$ cat src/rtl/bram_write_arbiter.sv
// rtl/bram_write_arbiter.sv - two-requester round-robin burst arbiter driving one BRAM write port
module bram_write_arbiter #(
    parameter int BRAM_DEPTH = 16384,
    parameter int MAX_BURST  = 8
) (
    input  logic        clk,
    input  logic        rst_n,
    input  logic        en,
    input  logic        clr,
    input  logic        req0,
    input  logic        req1,
    input  logic [31:0] addr0,
    input  logic [31:0] addr1,
    input  logic [31:0] data0,
    input  logic [31:0] data1,
    output logic        gnt0,
    output logic        gnt1,
    output logic [31:0] addr_bram,
    output logic [31:0] data2bram,
    output logic        memen,
    output logic [3:0]  web,
    output logic        err0,
    output logic        err1,
    output logic [31:0] cnt0,
    output logic [31:0] cnt1
);

    localparam logic [1:0]  S_IDLE    = 2'd0;
    localparam logic [1:0]  S_G0      = 2'd1;
    localparam logic [1:0]  S_G1      = 2'd2;
    localparam logic [31:0] WORDS     = 32'(BRAM_DEPTH / 4);
    localparam logic [7:0]  BURST_MAX = 8'(MAX_BURST);

    logic [1:0]  state, state_nx;
    logic [7:0]  burst, burst_nx, burst_inc;
    logic        last_gnt;
    logic        acc0, acc1, beat_valid, beat_in_range;
    logic [31:0] beat_addr, beat_data;

    // rst_n is active-high despite its name
    assign gnt0 = (state == S_G0) && en;
    assign gnt1 = (state == S_G1) && en;
    assign acc0 = req0 && gnt0;
    assign acc1 = req1 && gnt1;

    assign beat_valid    = acc0 || acc1;
    assign beat_addr     = acc1 ? addr1 : addr0;
    assign beat_data     = acc1 ? data1 : data0;
    assign beat_in_range = beat_addr < WORDS;
    assign burst_inc     = burst + 8'd1;

    always_comb begin
        state_nx = state;
        burst_nx = burst;
        if (!en) begin
            state_nx = S_IDLE;
            burst_nx = 8'd0;
        end else begin
            case (state)
                S_IDLE: begin
                    burst_nx = 8'd0;
                    if (req0 && req1)
                        state_nx = last_gnt ? S_G0 : S_G1;
                    else if (req0)
                        state_nx = S_G0;
                    else if (req1)
                        state_nx = S_G1;
                end
                S_G0: begin
                    if (!req0) begin
                        state_nx = req1 ? S_G1 : S_IDLE;
                        burst_nx = 8'd0;
                    end else if (burst_inc == BURST_MAX) begin
                        // burst limit only hands over when the other side is waiting
                        burst_nx = 8'd0;
                        if (req1)
                            state_nx = S_G1;
                    end else begin
                        burst_nx = burst_inc;
                    end
                end
                S_G1: begin
                    if (!req1) begin
                        state_nx = req0 ? S_G0 : S_IDLE;
                        burst_nx = 8'd0;
                    end else if (burst_inc == BURST_MAX) begin
                        burst_nx = 8'd0;
                        if (req0)
                            state_nx = S_G0;
                    end else begin
                        burst_nx = burst_inc;
                    end
                end
                default: begin
                    state_nx = S_IDLE;
                    burst_nx = 8'd0;
                end
            endcase
        end
    end

    always_ff @(posedge clk) begin
        if (rst_n) begin
            state    <= S_IDLE;
            burst    <= 8'd0;
            last_gnt <= 1'b1;
        end else begin
            state <= state_nx;
            burst <= burst_nx;
            if (state == S_G0)
                last_gnt <= 1'b0;
            else if (state == S_G1)
                last_gnt <= 1'b1;
        end
    end

    always_ff @(posedge clk) begin
        if (rst_n) begin
            memen     <= 1'b0;
            web       <= 4'h0;
            addr_bram <= 32'd0;
            data2bram <= 32'd0;
        end else begin
            memen <= beat_valid && beat_in_range;
            web   <= {4{beat_valid && beat_in_range}};
            if (beat_valid) begin
                addr_bram <= {beat_addr[29:0], 2'b00};
                data2bram <= beat_data;
            end
        end
    end

    // clr wins over a same-cycle beat; the beat is still written to BRAM above
    always_ff @(posedge clk) begin
        if (rst_n || clr) begin
            err0 <= 1'b0;
            err1 <= 1'b0;
            cnt0 <= 32'd0;
            cnt1 <= 32'd0;
        end else begin
            if (acc0 && beat_in_range)
                cnt0 <= cnt0 + 32'd1;
            if (acc0 && !beat_in_range)
                err0 <= 1'b1;
            if (acc1 && beat_in_range)
                cnt1 <= cnt1 + 32'd1;
            if (acc1 && !beat_in_range)
                err1 <= 1'b1;
        end
    end

endmodule

$ cat config.mk
export PLATFORM = sky130hd
export DESIGN_NAME = bram_write_arbiter
export DESIGN_NICKNAME = d
export VERILOG_FILES = /design/src/rtl/bram_write_arbiter.sv
export SDC_FILE = /design/constraint.sdc
export NUM_CORES = 1
export LEC_CHECK = 0
export CELL_PAD_IN_SITES_DETAIL_PLACEMENT = 0
export CELL_PAD_IN_SITES_GLOBAL_PLACEMENT = 1
export CORE_ASPECT_RATIO = 0.8
export CORE_MARGIN = 5
export CORE_UTILIZATION = 33
export CTS_CLUSTER_DIAMETER = 60
export CTS_CLUSTER_SIZE = 14
export DETAILED_ROUTE_END_ITERATION = 16
export GPL_TIMING_DRIVEN = 0
export PLACE_DENSITY_LB_ADDON = 0.1
export SLEW_MARGIN = 40
export SYNTH_ARGS = -nofsm -noshare
export SYNTH_HDL_FRONTEND = slang
export SYNTH_SLANG_ARGS = --single-unit
$ cat constraint.sdc
create_clock -name clk -period 6.8 [get_ports clk]
set_input_delay 2.04 -clock clk [delete_from_list [all_inputs] [get_ports clk]]
set_output_delay 2.04 -clock clk [all_outputs]
set_load 0.02 [all_outputs]
==> results of run 1 <==
per-layer routing:
layer,GRT usage,vias to the layer above,wire length [µm]
met5,0,-,0
met4,0.0407,0,315
met3,0.0743,21,1970
met2,0.311,223,11400
met1,0.284,3412,11600
li1,-,3644,-
synthesized netlist by cell type, drive strengths merged (19+ instances only):
cell type and instances:
dfxtp 140, nand2 128, nor2 111, a21oi 46, a311oi 45, clkbuf 43, o21ai 32, nand3 29
or3 29, or4 23, nand4 19
metrics by stage:
stage                     cells  cell area [µm²]  hold slack, ns  utilization  total power [mW]
final                      1411            10300           0.467        0.518              1.97
after detailed placement   1378             9700           0.459        0.488              1.06
after floorplan             848             6680           0.471            -             0.929
after global placement     1378             9680           0.450        0.487              1.06
after global routing       1410            10300           0.495        0.518              2.04
after CTS                  1410            10300           0.472        0.517              1.99
flip-flops by register name, indices dropped and copies added, names as in the netlist:
| name | count |
|---|---|
| last_gnt | 1 |
| err1 | 1 |
| state | 2 |
| addr_bram | 30 |
| cnt1 | 32 |
| data2bram | 32 |
| burst | 8 |
| web | 1 |
| cnt0 | 32 |
| err0 | 1 |
final timing paths:
check | slack, ns | start | to
max | 1.27 | en | gnt1
min | 0.47 | err1 | err1
max reg2reg | 3.70 | state[0] | cnt0[25]
min reg2reg | 0.47 | err1 | err1
power by group through the flow:
stage,logic (mW),registers (mW),clock network [mW]
floorplan,0.0528,0.876,0
global placement,0.199,0.860,0
detailed placement,0.198,0.860,0
CTS,0.200,0.842,0.949
global route,0.214,0.844,0.987
finish,0.199,0.843,0.931
logic make-up after synthesis:
logic type,Yosys count
compound gates,182
xor+xnor,19
fa+ha+maj,8
buf+inv,75
flops,140
mux,3
other cells,1
simple gates,419
worst reg2reg max path, delay by kind of cell, from the launching register on:
| kind | cells | cell delay, ns |
|---|---|---|
| and+or+nand+nor | 3 | 1.33 |
| AOI/OAI and AO/OA | 2 | 0.57 |
| DFF | 1 | 0.35 |
| buffers and inverters | 2 | 0.50 |
| adders and majority gates | 1 | 0.28 |
final cells by class:
| cell class | count | area (µm²) | area share |
|---|---|---|---|
| clock inverter | 13 | 144 | 0.0140 |
| timing repair buffer | 266 | 2660 | 0.259 |
| multi-input combinational | 633 | 3600 | 0.350 |
| tap | 264 | 330 | 0.0321 |
| antenna | 1 | 2.50 | 0.000243 |
| buffer | 57 | 245 | 0.0238 |
| sequential | 140 | 2800 | 0.273 |
| clock buffer | 19 | 433 | 0.0421 |
| inverter | 18 | 67.6 | 0.00657 |
==> summary.md, run 1 <==
| Metric | Value |
|---|---|
| Pwr Density | 192 nW/µm² |
| Synth Area in Compound Gates | 0.182 |
| Core box area | 19,900 µm² |
| Top_reg_cell synth | dfxtp_1 |
| Fin Setup TNS | 0 ns |
| Detailed Place HPWL | 19.2 mm |
| Post-Synth Simple-Gate Area | 0.307 |
| Clock slew seen by the registers of the worst setup and hold paths | 0.06 ns |
| Largest net degree at the start of global routing | 17 |
| Die area | 23,200 µm² |
| Clock Sinks | 140 |
| Routed wire per std cell | 17.9 µm |
| Fillers | a little under 2,000 |
| Clock skew | 0.0118 ns |
| H-tree levels | 4 |
| CP Max Fanout | 8 |
| Final hold vios | 0 |
| Ratio of cells with drive above 1 in the final layout | 0.0471 |
| Sw Ratio | 0.246 |
| Port bufs | 266 |
| Cts hold-fix bufs | 0 |
| Sequential fraction of the synthesis area | 0.420 |
| Post-synthesis mux area share | 0.00450 |
| Most repeated library cell on the critical path | clkdlybuf4s50_1 |
| Sw Pwr | approximately 0.48 mW |
| Reg2Reg Depth | 8 |
| Most frequent cells in the layout | clkdlybuf4s50_1 (266), dfxtp_1 (140), nand2_1 (128), nor2_1 (110), a21oi_1 (46) |
| Die Y | 137 µm |
| F_max | 181 MHz |
| Antenna Nets Post-Route | 0 |
| Synth Cell Area | around 6700 µm² |
| WS Path Type | input port to primary output |
| Crit path max-delay family | buffers and inverters |
| Via count | 7,300 |
| Die X-Extent | 169 µm |
| Area growth from synthesis to layout | 53.9% |
| Top-level port count | 271 |
| Leading area contributor after synthesis | dfxtp_1 |
| Post-layout minimum cycle time | 5.53 ns |
| Internal | 1.49 mW |
| Max_cap viols | 0 |
| Post-Synth XOR/XNOR Area | 0.0249 |
| Setup crit end kind | primary output |
| Critical path arrival | ~3.5 ns |
| Setup crit start kind | input port |
| Clk_lat worst skew | approximately 0.42 ns |
| Vias in the first global route | 6,753 |
| Fin. max-slew vios | 0 |
| Post-synthesis adder-cell area fraction | 0.0150 |
| Bufs and invs on worst path | 2 |
| Hold crit path type | flop to flop |
| Pleak | about 3.3 nW |
| Clock share of power | 0.472 |
| Status | complete, no violations |
| Gr ovfl total | 0 |
| Top-area cell type share of the netlist area | 0.420 |
| RSZ-0062 raised after global routing | no |
| Worst Hold Depth | 1 |
| Slowest-stage cell, CP | clkdlybuf4s50_1 |
| Worst slew pin tran | 0.786 ns |
| Most common cell after layout, fill and taps aside | clkdlybuf4s50_1 |
| Peak supply drop | 0.000151 V |
| Clk buf depth | 2 |
| Post-CTS setup buffers | 0 |
| Fin nets | 1,275 |
| Syn Area/Cell | 7.89 µm² |
| Synthesized netlist cell count | 847 |
| Ys async rst share | 0 |
| DP Worst Slack | ~1.3 ns |
| Largest family of logic cells by synthesized area | simple AND/OR/NAND/NOR gates |
| Combinational cell fraction of total power | 0.101 |
| Critical path's largest stage delay | about 0.65 ns |
| GPL Wtd Cong | just over 0.8 |
| CTS root buffer | clkbuf_16 |
| Crit path depth | 3 |
| Initial core utilization | 0.336 |
| Final worst setup slack | 1.27 ns |
| Vias/cell | about 5.2 |
| Setup Viol. Count Final | 0 |
| Antenna violations before repair | 0 |
| Pre-antenna DRT Iters | 5 |
| Synth cell types | a little under 50 |
| Drt drc | 0 |
| Resize count post-CTS | 0 |
| Synth warn | 0 |
| GRT Overall Usage | 0.205 |
| Yosys reg bits | 140 |
| Synth area leaders | dfxtp_1 (42%), nand2_1 (7.2%), nor2_1 (6.2%) |
| Worst rel slew slack | 0.471 |
| CTS buffer count | 17 |
| Share of power burned in registers | 0.427 |
| Crit share post-route | 0.813 |
| Initial DRC Count | 463 |
| EDFF count, synth | 0 |
| CP cell instances | clkdlybuf4s50_1 > and2_1 > clkdlybuf4s50_1 |
| CTS tree | yes |
| Final WL | 25.3 mm |
| CP Data Required Time | roughly 4.8 ns |
| First-pass GRT wire length | 37.9 mm |
| Row Count | between 40 and 50 |
(Power assumes the default switching activity.)
==> run 2: changes to the inputs <==
--- a/config.mk
+++ b/config.mk
@@ -9,7 +9,7 @@
 export CELL_PAD_IN_SITES_GLOBAL_PLACEMENT = 1
 export CORE_ASPECT_RATIO = 0.8
 export CORE_MARGIN = 5
-export CORE_UTILIZATION = 33
+export CORE_UTILIZATION = 31
 export CTS_CLUSTER_DIAMETER = 60
 export CTS_CLUSTER_SIZE = 14
 export DETAILED_ROUTE_END_ITERATION = 16
==> constraint.sdc (replaced) <==
create_clock -name clk -period 5.35 [get_ports clk]
set_input_delay 1.605 -clock clk [delete_from_list [all_inputs] [get_ports clk]]
set_output_delay 1.605 -clock clk [all_outputs]
set_load 0.02 [all_outputs]
==> summary.md, run 2 (synthesis gave the netlist of run 1 again) <==
| Metric | Value |
|---|---|
| Status | complete, no violations |
| Antenna Nets Post-Route | 0 |
| Port bufs | 266 |
| CP Max Fanout | 8 |
| Non-filler instance count after layout | 1,423 |
| Top Registers | cnt0 (32), cnt1 (32), data2bram (32) |
| RSZ-0062 raised after global routing | no |
| Drt drc | 0 |
| Clk_lat worst skew | 0.42 ns |
| CP Data Required Time | 3.74 ns |
| Fin Setup TNS | 0 ns |
| Post-CTS setup buffers | 0 |
| Area growth from synthesis to layout | 55.2% |
| Critical path arrival | about 3 ns |
| Worst slew pin tran | between 0.7 and 0.8 ns |
| First-pass GRT wire length | 39.1 mm |
| Vias/cell | 5.13 |
| Die Y | 141 µm |
| Final hold vios | 0 |
| Initial core utilization | 0.312 |
| CTS buffer count | 17 |
| Bufs and invs on worst path | 2 |
| Gr ovfl total | 0 |
| Worst rel slew slack | 0.509 |
| Cells after DPL | 1,389 |
| Most frequent cells in the layout | clkdlybuf4s50_1 (266), dfxtp_1 (140), nand2_1 (128), nor2_1 (111), a21oi_1 (46) |
| Largest net degree at the start of global routing | 17 |
| GPL Wtd Cong | 0.808 |
| Resize count post-CTS | 0 |
| Fin nets | 1,275 |
| F_max | between 200 and 250 MHz |
| Clock skew | 0.0138 ns |
| Ratio of cells with drive above 1 in the final layout | 0.0480 |
| Top-level port count | 271 |
| CP cell instances | clkdlybuf4s50_1 > and2_1 > clkdlybuf4s50_1 |
| GRT Overall Usage | 0.199 |
| Vias in the first global route | 6,811 |
| Setup crit end kind | primary output |
| Clk buf depth | 2 |
| H-tree levels | 4 |
| Fin util | 0.485 |
| Post-layout minimum cycle time | 4.62 ns |
| Final WL | 25.8 mm |
| Clock slew seen by the registers of the worst setup and hold paths | 0.06 ns |
| WS Path Type | input port to primary output |
| Clock Sinks | 140 |
| Cts hold-fix bufs | 0 |
| Critical path's largest stage delay | 0.64 ns |
| Pwr Density | around 250 nW/µm² |
| Crit share post-route | 0.863 |
| Core box area | 21,400 µm² |
| Slowest-stage cell, CP | clkdlybuf4s50_1 |
| Peak supply drop | 0.000177 V |
| Most repeated library cell on the critical path | clkdlybuf4s50_1 |
| Setup Viol. Count Final | 0 |
| Most common cell after layout, fill and taps aside | clkdlybuf4s50_1 |
| Die X-Extent | 174 µm |
| Fin. max-slew vios | 0 |
| Crit path max-delay family | buffers and inverters |
| Via count | 7,295 |
| Die area | approximately 25,000 µm² |
| Hold crit path type | flop to flop |
| CTS root buffer | clkbuf_16 |
| Max_cap viols | 0 |
| Routed wire per std cell | 18.1 µm |
| Setup crit start kind | input port |
| Antenna violations before repair | 2 |
| Detailed Place HPWL | 19.5 mm |
| Pleak | 3.37 nW |
| CTS tree | yes |
| Pre-antenna DRT Iters | 5 |
| Row Count | 48 |
| Initial DRC Count | 331 |
==> run 2: changes by cell type in the layout (fill, tap and decap cells not counted) <==
| cell | delta |
|---|---|
| bufinv_16 | +2 |
| clkinvlp_4 | -3 |
| nor2_1 | +1 |
| clkbuf_1 | -1 |
| inv_6 | +1 |
| nor2_2 | -1 |
| diode_2 | +1 |
| clkbuf_8 | +2 |
| nor4_1 | -1 |
| clkinv_2 | -1 |
| nor4_2 | +1 |
==> run 2: report_power, final <==
group,switching [mW],total (mW),internal (mW)
Sequential,0.00982,1.07,1.06
Combinational,0.113,0.254,0.141
Clock,0.497,1.31,0.812
==> run 2: final cells by class <==
type,count,area (µm²)
Multi-Input combinational cell,633,3600
Buffer,57,245
Clock buffer,20,457
Timing Repair Buffer,266,2660
Antenna cell,2,5.00
Fill cell,2114,11000
Inverter,18,67.6
Clock inverter,12,185
Sequential cell,140,2800
Tap cell,275,344
==> run 2: per-stage QoR <==
step | total power [mW] | hold slack [ns] | setup WS [ns] | area, µm²
final | 2.63 | 0.477 | 0.732 | 10400
after global routing | 2.73 | 0.504 | 0.661 | 10400
after CTS | 2.66 | 0.482 | 0.709 | 10400
after detailed placement | 1.35 | 0.465 | 0.536 | 9710
after global placement | 1.35 | 0.449 | 0.489 | 9690
after floorplan | 1.18 | 0.471 | 1.52 | 6680
==> run 2: routing by layer <==
metal  vias to the layer above  wire, µm  global-route usage
met4                         0       408              0.0537
met2                       198     11500               0.304
met1                      3433     12200               0.274
met5                         -         0                   0
met3                        23      1700              0.0615
li1                       3641         -                   -
==> run 2: path summary, 6_finish.rpt <==
check        slack [ns]     startpoint  depth (start not counted)            end
min reg2reg        0.48  addr_bram[31]                          2  addr_bram[31]
max                0.73             en                          3           gnt0
max reg2reg        2.35       state[0]                          8       cnt1[27]
min                0.48  addr_bram[31]                          2  addr_bram[31]
==> run 2: tightest hold or removal path, stage by stage (launching register included) <==
cell	delay, ns
dfxtp_1	0.30
nand2_1	0.05
a311oi_1	0.07
==> run 3: changes to the inputs <==
--- a/config.mk
+++ b/config.mk
@@ -14,6 +14,7 @@
 export CTS_CLUSTER_SIZE = 14
 export DETAILED_ROUTE_END_ITERATION = 16
 export GPL_TIMING_DRIVEN = 0
+export MAX_ROUTING_LAYER = met4
 export PLACE_DENSITY_LB_ADDON = 0.1
 export SLEW_MARGIN = 40
 export SYNTH_ARGS = -nofsm -noshare
==> summary.md, run 3 (synthesis gave the netlist of run 1 again) <==
| Metric | Value |
|---|---|
| Status | complete, no violations |
| CTS buffer count | 17 |
| Final Power | ~2.6 mW |
| Crit share post-route | 0.864 |
| Final hold vios | 0 |
| Max_cap viols | 0 |
| Setup crit start kind | input port |
| Final worst setup slack | 0.729 ns |
| Hold crit path type | flop to flop |
| Pleak | 3.37 nW |
| GPL Wtd Cong | 0.820 |
| Most common cell after layout, fill and taps aside | clkdlybuf4s50_1 |
| Clock skew | approximately 0.011 ns |
| Critical path's largest stage delay | approximately 0.64 ns |
| CTS root buffer | clkbuf_16 |
| Port bufs | around 270 |
| Routed wire per std cell | 18.1 µm |
| Initial DRC Count | about 320 |
| Die Y | 141 µm |
| Fin Setup TNS | 0 ns |
| F_max | roughly 220 MHz |
| Fin util | 0.485 |
| Multi-input gate area | 3600 µm² |
| Clock Sinks | between 100 and 150 |
| Placed cell area | 9710 µm² |
| Register area | between 2000 and 3000 µm² |
| Setup crit end kind | primary output |
| Reg2Reg Depth | 8 |
| RR Endpoint | cnt1[27] |
| Cells after DPL | 1,389 |
| Top-level port count | 271 |
| RSZ-0062 raised after global routing | no |
| Most frequent cells in the layout | clkdlybuf4s50_1 (266), dfxtp_1 (140), nand2_1 (128), nor2_1 (111), a21oi_1 (46) |
| Largest net degree at the start of global routing | 17 |
| Antenna Nets Post-Route | 0 |
| Worst slew pin tran | 0.746 ns |
| Clock slew seen by the registers of the worst setup and hold paths | roughly 0.060 ns |
| Hold Path End | addr_bram[31] |
| Area growth from synthesis to layout | 55.2% |
| WS Path Type | input port to primary output |
| Pwr Density | 254 nW/µm² |
| Non-filler instance count after layout | roughly 1,400 |
| Post-layout minimum cycle time | 4.62 ns |
| H-tree levels | 4 |
| Die area | approximately 25,000 µm² |
| Critical path arrival | 3.02 ns |
| Antenna violations before repair | 2 |
| CP Max Fanout | 8 |
| Ratio of cells with drive above 1 in the final layout | 0.0480 |
| Drt drc | 0 |
| Slowest-stage cell, CP | clkdlybuf4s50_1 |
| CTS tree | yes |
| Die X-Extent | 174 µm |
| Most repeated library cell on the critical path | clkdlybuf4s50_1 |
| Post-CTS setup buffers | 0 |
| Final WL | between 20 and 30 mm |
| CP Data Required Time | 3.74 ns |
| Core box area | 21,400 µm² |
| Via count | 7,325 |
| GRT Overall Usage | 0.205 |
| Design area | between 10,000 and 15,000 µm² |
| Pre-antenna DRT Iters | 5 |
| Worst rel slew slack | 0.501 |
| First-pass GRT wire length | 39.1 mm |
| Setup Viol. Count Final | 0 |
| Worst Hold Depth | 2 |
| DP Worst Slack | approximately 0.54 ns |
| Gr ovfl total | 0 |
| Vias/cell | 5.15 |
| Vias in the first global route | 6,843 |
| Clk buf depth | 2 |
| Fillers | 2,114 |
| R2r setup slk | ~2.4 ns |
| Hold slack final | approximately 0.48 ns |
| Row Count | 48 |
| Fin nets | 1,275 |
| Resize count post-CTS | 0 |
| Initial core utilization | 0.312 |
| Peak supply drop | between 0.00015 and 0.0002 V |
| Fin. max-slew vios | 0 |
| Top Registers | cnt0 (32), cnt1 (32), data2bram (32) |
| Worst Hold Launch | addr_bram[31] |
| Detailed Place HPWL | 19.5 mm |
| CP cell instances | clkdlybuf4s50_1 > and2_1 > clkdlybuf4s50_1 |
| Crit Reg-Reg Startpoint | state[0] |
| Clk_lat worst skew | 0.42 ns |
| Cts hold-fix bufs | 0 |
-- run 3: cell counts in the layout (fill, tap and decap cells not counted) --
No cell type changed its count.
-- run 3: area by class of cell --
cell class | count | area share
Multi-Input combinational cell | 633 | 0.347
Clock inverter | 12 | 0.0179
Inverter | 18 | 0.00652
Buffer | 57 | 0.0237
Sequential cell | 140 | 0.270
Clock buffer | 20 | 0.0440
Timing Repair Buffer | 266 | 0.257
Antenna cell | 2 | 0.000483
Tap cell | 275 | 0.0332
-- run 3: critical path: cells and delay by family --
kind	cells	cell delay [ns]
simple gates	1	0.17
buf+inv	2	1.24
-- run 3: metal layers --
metal	vias up	GRT usage	routed length, µm
met5	-	-	0
met4	0	0.0537	450
met3	27	0.0578	1640
met2	203	0.305	11500
met1	3450	0.275	12100
li1	3645	-	-
-- run 3: how the worst max path moves through the flow --
stage,startpoint,end,slack (ns)
6_report,en,gnt0,0.73
5_1_grt,en,gnt0,0.66
4_1_cts,en,gnt0,0.71
3_5_place_dp,addr1[18],cnt0[12],0.54
3_3_place_gp,addr1[16],cnt0[11],0.49
2_1_floorplan,addr1[20],cnt1[27],1.52
-- run 3: report_power, final --
part	internal [mW]	switching [mW]	total [mW]
combinational	0.141	0.113	0.254
clock	0.812	0.492	1.30
sequential	1.06	0.00989	1.07
total	2.01	0.615	2.63
